## src/rtl/pc_unit_ras.sv

```systemverilog
// Fetch-stage program counter with selectable next-PC source and a circular
// return-address stack that supports call/return, overflow and underflow tracking.
module pc_unit_ras #(
    parameter int                  WIDTH     = 16,
    parameter int                  INC       = 1,
    parameter int                  RAS_DEPTH = 4,
    parameter logic [WIDTH-1:0]    RESET_VEC = '0
) (
    input  logic             CLK,
    input  logic             reset,
    input  logic             pc_write,
    input  logic [1:0]       pc_sel,
    input  logic [WIDTH-1:0] branch,
    input  logic [WIDTH-1:0] jump,
    input  logic             call,
    output logic [WIDTH-1:0] pc,
    output logic [WIDTH-1:0] ras_top,
    output logic             ras_empty,
    output logic             ras_full,
    output logic             ras_ovf,
    output logic             ras_unf
);

    localparam int               PTR_W = $clog2(RAS_DEPTH);
    localparam int               CNT_W = PTR_W + 1;
    localparam logic [WIDTH-1:0] INC_W = WIDTH'(INC);
    localparam logic [CNT_W-1:0] DEPTH_C = CNT_W'(RAS_DEPTH);

    typedef enum logic [1:0] {
        SEL_INC    = 2'b00,
        SEL_BRANCH = 2'b01,
        SEL_JUMP   = 2'b10,
        SEL_RETURN = 2'b11
    } sel_e;

    logic [WIDTH-1:0] ras [RAS_DEPTH];
    logic [PTR_W-1:0] top_ptr;
    logic [CNT_W-1:0] count;

    logic [WIDTH-1:0] pc_inc;
    logic [WIDTH-1:0] pc_next;
    logic             ret_hit;
    logic             ret_miss;
    logic             do_push;
    logic             do_pop;
    logic             do_replace;

    assign ras_empty = (count == '0);
    assign ras_full  = (count == DEPTH_C);
    assign ras_top   = ras_empty ? '0 : ras[top_ptr];

    always_comb begin
        // NOTE: every combinational output gets a default first so no path leaves it unassigned (no latch).
        pc_inc     = pc + INC_W;
        pc_next    = pc_inc;
        ret_hit    = (sel_e'(pc_sel) == SEL_RETURN) && !ras_empty;
        ret_miss   = (sel_e'(pc_sel) == SEL_RETURN) && ras_empty;
        // A call on a successful return swaps the top entry instead of growing the stack.
        do_replace = ret_hit && call;
        do_push    = call && !ret_hit;
        do_pop     = ret_hit && !call;
        case (sel_e'(pc_sel))
            SEL_INC:    pc_next = pc_inc;
            SEL_BRANCH: pc_next = branch;
            SEL_JUMP:   pc_next = jump;
            SEL_RETURN: pc_next = ras_empty ? pc_inc : ras_top;
            default:    pc_next = pc_inc;
        endcase
    end

    always_ff @(posedge CLK or negedge reset) begin
        if (!reset) begin
            pc      <= RESET_VEC;
            top_ptr <= '0;
            count   <= '0;
            ras_ovf <= 1'b0;
            ras_unf <= 1'b0;
            // NOTE: the stack is a handful of flops, so clearing it on reset is cheap and keeps ras_top defined.
            for (int i = 0; i < RAS_DEPTH; i++) begin
                ras[i] <= '0;
            end
        end else if (pc_write) begin
            // NOTE: non-blocking assignments so every register samples pre-edge values.
            pc <= pc_next;
            if (do_replace) begin
                ras[top_ptr] <= pc_inc;
            end
            if (do_push) begin
                ras[top_ptr + PTR_W'(1)] <= pc_inc;
                top_ptr                  <= top_ptr + PTR_W'(1);
                if (ras_full) begin
                    ras_ovf <= 1'b1;
                end else begin
                    count <= count + CNT_W'(1);
                end
            end
            if (do_pop) begin
                top_ptr <= top_ptr - PTR_W'(1);
                count   <= count - CNT_W'(1);
            end
            if (ret_miss) begin
                ras_unf <= 1'b1;
            end
        end
    end

endmodule

```

## config.mk

```make
export PLATFORM = sky130hd
export DESIGN_NAME = pc_unit_ras
export DESIGN_NICKNAME = d
export VERILOG_FILES = /design/src/rtl/pc_unit_ras.sv
export SDC_FILE = /design/constraint.sdc
export NUM_CORES = 1
export LEC_CHECK = 0
export ABC_AREA = 1
export CORE_MARGIN = 3
export CORE_UTILIZATION = 30
export CTS_CLUSTER_SIZE = 24
export DETAILED_ROUTE_END_ITERATION = 8
export GPL_TIMING_DRIVEN = 0
export HOLD_SLACK_MARGIN = 0.15
export SYNTH_ARGS = -nofsm -noshare
export SYNTH_HDL_FRONTEND = slang
export SYNTH_SLANG_ARGS = --single-unit
```

## constraint.sdc

```tcl
create_clock -name CLK -period 4.15 [get_ports CLK]
set_input_delay 0.83 -clock CLK [delete_from_list [all_inputs] [get_ports CLK]]
set_output_delay 0.83 -clock CLK [all_outputs]
set_load 0.005 [all_outputs]
```

After elaboration in Yosys (flattened, before gate mapping)
Cells that the tools add are included.
- bits in writable memories: 0
- bits in latches: 0
- output and inout port bits: 36
- input port bits: 38
- ROM bits: 0
- memories kept: 0
- logic and storage cells: 62
- flip-flop bits (word level): 87
- add/sub/neg operators: 5
- magnitude comparators: 4
- multiply operators: 0
- multiplexer cells: 20
- bitwise operators: 2
- reductions and logical operators: 17
- div/mod/pow operators: 0
- eq/ne operators: 5
- shift operators: 0
- operators with widths (cell ; number):
    64-bit 2-to-1 mux ; 3
    64-bit bitwise mux ; 2
    16-bit 2-to-1 mux ; 6
    16-bit demux with 2-bit select ; 2
    16-bit case mux with 4 select lines ; 1
    16-bit binary-select mux with 2-bit select ; 1
    16-bit by 1-bit adder with 16-bit output (second input constant) ; 1
    3-bit 2-to-1 mux ; 3
    1-bit logical AND ; 7
    3-bit greater-or-equal comparator (second input constant) ; 2
    3-bit by 1-bit less-than comparator with 1-bit output (second input constant) ; 2
    2-bit NOT with 3-bit output ; 2
    3-bit AND reduction ; 2
    2-bit == test (second input constant) ; 2
    2-bit 2-to-1 mux ; 2
    2-bit AND reduction ; 2
    3-bit by 1-bit adder with 3-bit output (second input constant) ; 1
    3-bit == test (second input constant) ; 1
    1-bit zero test ; 3
    3-bit zero test ; 1
    3-bit by 1-bit subtractor with 3-bit output (second input constant) ; 1
    2-bit by 1-bit adder with 2-bit output (second input constant) ; 1
    2-bit by 1-bit == test with 1-bit output (second input constant) ; 1
    2-bit zero test ; 1
    3 further kinds ; 3

Logic depth before layout (Yosys ltp)
- depth after elaboration: 10
- depth in mapped cells: 15
- depth with buffers taken out: 13

Least setup slack after synthesis
Ideal clock, no wire load.
- path type: input port to flip-flop
- start: in pc_sel[1]
- end: reg count[2]
- buffers on the path: 0
- cell stages on the path: 8
- data arrival time: 2.109 ns
- data required time: 4.071 ns
- path slack: 1.962 ns
- cells stage by stage: nand2_1 -> nor2_1 -> ha_1 -> inv_1 -> fa_1 -> xor2_1 -> nor2_1 -> xor2_1
- word-level cells in the longest chain between the ends: 6
- elaborated cells on any way between the ends: 9
- RTL lines (what ; RTL line ; text):
    from (decl) ; 12 ; input logic [1:0] pc_sel,
    2-bit == test * ; 56 ; ret_hit = (sel_e'(pc_sel) == SEL_RETURN) && !ras_empty;
    1-bit logical AND * ; 56 ;
    1-bit zero test ; 60 ; do_push = call && !ret_hit;
    1-bit logical AND ; 60 ;
    2-bit nonzero test (no source line) ; -- ;
    3-bit AND reduction (no source line) ; -- ;
    to (signal assigned) ; 94 ; count <= count + CNT_W'(1);
    to (signal assigned) ; 99 ; count <= count - CNT_W'(1);
    to (decl) ; 38 ; logic [CNT_W-1:0] count;
Every way passes the cells marked *; elsewhere a longest branch is shown, timed or not.
A chain may end at the register's enable or synchronous reset.

Final worst setup path
- start: reg top_ptr[0]
- end: out ras_top[15]
- word-level cells in the longest chain between the ends: 5
- RTL lines (what ; RTL line ; text):
    from (decl) ; 37 ; logic [PTR_W-1:0] top_ptr;
    from (signal assigned) ; 90 ; top_ptr <= top_ptr + PTR_W'(1);
    from (signal assigned) ; 98 ; top_ptr <= top_ptr - PTR_W'(1);
    2-bit NOT with 3-bit output (not written as such) ; 50 ; assign ras_top = ras_empty ? '0 : ras[top_ptr];
    16-bit binary-select mux with 2-bit select ; 50 ;
    16-bit 2-to-1 mux (not written as such) (2 in a row) ; 50 ;
    16-bit 2-to-1 mux ; 50 ;
    to (decl) ; 17 ; output logic [WIDTH-1:0] ras_top,
No other way between the ends. The select of a mux whose other input is x is not followed.

==> run summary <==
The maximum count of clock buffers along a single path is 2. The async set-or-reset flop fraction in the synthesized netlist came out at 100%. The clock tree skew after final layout is 10.0 ps. The first-pass GRT wire length came out at 25,300 microns.

The count of state elements after synthesis is 87. The area growth from synthesis to layout came out at 26.9%. The critical path in this run is classified as flip-flop to primary output. The number of antenna violations at the first check in global routing came out at 0. Setup violations remaining at the end of the flow were counted as 0. The most used flip-flop cell after synthesis is sky130_fd_sc_hd__dfrtp_1. For this block, the routed nets add up to 15,500 microns of wire. The leakage power came out at 2.99 nW. The distinct cell type count after synthesis came out at 32.

The flow ran to the end, and the final reports show no timing, DRC or antenna violations. By area the synthesized netlist is led by sky130_fd_sc_hd__dfrtp_1 44%, sky130_fd_sc_hd__nand2_1 18%, sky130_fd_sc_hd__o21ai_0 7.7%. The wire-length estimate of the detail-placed layout is 11,500 microns. The initial standard-cell utilization of the core is 30.8%.

During synthesis, Yosys emitted a total of 0 warnings. The mux cell area share after synthesis is 0%. The maximum resistive drop on vdd came out at 244 uV.

The share of the Yosys chip area taken by registers is 44.1%. STA classifies the critical path startpoint as a flip-flop. The most common cell in the synthesized netlist is sky130_fd_sc_hd__nand2_1.

The clock latency on the worst-skew pair is 340 ps. The worst hold slack after final layout is 439 ps. After layout, the design draws a total of 4.27 mW.

The clock sink total is 87. The number of buffers created by CTS came out at 9. The placed instances occupy a cell area of 5950 sq um. In the routed layout, each cell is associated on average with a via count of 4.77.

The data required time of the critical path is 3320 ps. The adder-cell area share of the yosys netlist came out at 2.43%. The cell area after synthesis is 4930 sq um.

The highest fanout seen on the critical path came out at 11. The count of cells resized by post-cts repair came out at 0. The setup slack after placement came out at 839 ps. The largest total area in the synthesized netlist belongs to sky130_fd_sc_hd__dfrtp_1. The synthesized design contains 0 enable-type register cells. The count of buffers from port buffering is 72. The root cell of the clock tree is sky130_fd_sc_hd__clkbuf_16. The via count of the first global-routing pass came out at 4,730. The placeable core region came out at 16,000 sq um. The worst path uses 73.5% of the clock period. By count the netlist is led by 243 x sky130_fd_sc_hd__nand2_1, 87 x sky130_fd_sc_hd__dfrtp_1, 76 x sky130_fd_sc_hd__o21ai_0, 71 x sky130_fd_sc_hd__inv_1, 56 x sky130_fd_sc_hd__nand3_1. The H-tree depth reported by CTS came out at 3. The number of antenna cells inserted is 0.

The number of cells produced by synthesis is 675. The die width is 134 microns. The first-pass detailed-route iteration total came out at 5. The clock transition at the register clock pins on the worst setup and hold paths after CTS came out at 60 ps.

The area of the die came out at 18,000 sq um. Dividing total power by cell area gives a power density of 682 nW/um^2. The synthesized netlist devotes 14.4% of its cell area to compound gates. The worst setup path is captured at a primary output. The number of rows created at floorplan is 46. Once detail routing completed, the nets flagged for antenna violations numbered 0. The max-capacitance violation count came out at 0.

The clock tree from TritonCTS is done. In this run the mean area of a mapped cell was 7.31 sq um. Derived from the worst setup path, the maximum achievable clock frequency is 328 MHz. The portion of synthesized cell area occupied by the leading cell type is 44.1%. The count of unresolved DRC violations after routing is 0.

The average wire per cell in the routed design is 15.8 microns. For this design the top-level I/O count stands at 74. The final number of hold-violating endpoints is 0. The share of post-route cells with drive strength above 1 is 7.73%. The post-CTS setup-driven buffer insertion count came out at 0. By area, the combinational part of the netlist is dominated by simple AND/OR/NAND/NOR gates. The net count of the finished layout is 806. The number of buffers inserted for hold repair after clock tree synthesis is 0. The relative slew slack is 50.3%.

The final weighted congestion in routability-driven placement is 0.825. The count of pins over their slew limit is 0. For this run, the total global-route usage over all layers was measured as 17.8%. The starting DRC count in detailed routing is 268.

The total number of vias is 4,668. After filler insertion, the fill cell instance count of the layout stands at 1,724. Setup repair after global routing left no endpoint under its margin.

The simple-gate area share of the yosys netlist came out at 28.6%. The final setup TNS is 0 ps. The worst min-delay path class is input port to asynchronous set/reset pin. Entering global routing, the biggest net connects 56 pins.

The minimum period implied by the final worst setup slack is 3050 ps. The final global-route overflow total came out at 0. The net count after synthesis came out at 722. At the pin with the least slew margin, the transition time is 743 ps. The xor/xnor share of the synthesized area came out at 1.42%. The worst path arrival time is 2220 ps. After routing the design area is 6260 sq um.

The final worst setup slack is 1100 ps. The die extent in y is 134 microns.
## worst max-delay path, stage by stage, from the launching register on
cell and delay (ps):
sky130_fd_sc_hd__dfrtp_1 450, sky130_fd_sc_hd__inv_2 180, sky130_fd_sc_hd__buf_2 320, sky130_fd_sc_hd__nand2_1 80
sky130_fd_sc_hd__nand3_1 80, sky130_fd_sc_hd__nand3_1 170, sky130_fd_sc_hd__inv_1 100, sky130_fd_sc_hd__clkdlybuf4s50_1 500
## state kept, by name, indices dropped and copies added, names as in the netlist
name and flops:
ras_unf 1, pc 16, top_ptr 2, ras 64, count 3, ras_ovf 1
## per-stage QoR
step | util (%) | instances
global placement | 37.0 | 963
detailed placement | 37.2 | 964
CTS | 39.1 | 979
finish | 39.1 | 979
global route | 39.1 | 979
floorplan | - | 675
## final timing paths
| path | end | cells after the start | start | slack (ps) |
|---|---|---|---|---|
| worst min register to register | count[2] | 1 | count[2] | 460 |
| worst max register to register | ras[3] | 14 | count[1] | 1320 |
| min in group CLK | count[2] | 1 | count[2] | 460 |
| max in group asynchronous | ras[31] | 2 | reset | 3070 |
| worst min-delay path | pc[1] | 1 | reset | 440 |
| worst max-delay path | ras_top[15] | 7 | top_ptr[0] | 1100 |
## cell type report
class	instances	area (sq um)	share of cell area, %
inverters	76	285	4.55
clock buffers	11	243	3.88
well taps	216	270	4.31
plain buffers	30	161	2.58
flip-flops and latches	87	2180	34.8
repair buffers	73	746	11.9
multi-input cells	482	2310	36.9
clock inverters	4	70.1	1.12
## cells by family (layout without fill, tap and decap cells)
group	after synthesis	in the layout
and+or+nand+nor	340	340
DFF	87	87
adders and majority gates	9	9
AOI/OAI and AO/OA	125	125
buffers and inverters	106	194
xor gates and xnor gates	8	8
## cells in the final DEF (no fill, tap or decap), types with 3 or more instances in the layout
master,count
sky130_fd_sc_hd__clkbuf_16,9
sky130_fd_sc_hd__nand2_2,7
sky130_fd_sc_hd__nor2_1,22
sky130_fd_sc_hd__buf_2,15
sky130_fd_sc_hd__a221oi_1,10
sky130_fd_sc_hd__o21ai_0,76
sky130_fd_sc_hd__dfrtp_1,87
sky130_fd_sc_hd__xor2_1,6
sky130_fd_sc_hd__ha_1,8
sky130_fd_sc_hd__nand2_1,243
sky130_fd_sc_hd__clkdlybuf4s50_1,71
sky130_fd_sc_hd__inv_1,71
sky130_fd_sc_hd__o21ai_1,11
sky130_fd_sc_hd__buf_4,5
sky130_fd_sc_hd__o22ai_1,8
sky130_fd_sc_hd__inv_2,4
sky130_fd_sc_hd__clkbuf_1,10
sky130_fd_sc_hd__o211ai_1,5
sky130_fd_sc_hd__nand3_1,56
sky130_fd_sc_hd__a21oi_1,9
sky130_fd_sc_hd__nor2_2,3
## report_power, final
part,switching [mW],internal (mW)
logic,1.14,0.857
registers,0.217,1.18
clock network,0.335,0.539
total,1.69,2.58
## per-layer routing
| layer | up-vias | global-route usage (%) | share of wire (%) |
|---|---|---|---|
| met5 | - | 0 | 0 |
| met1 | 2184 | 23.8 | 46 |
| met2 | 122 | 29.7 | 48 |
| met3 | 25 | 2.51 | 4.3 |
| met4 | 0 | 6.05 | 2.0 |
| li1 | 2337 | - | - |
(Power assumes the default switching activity.)
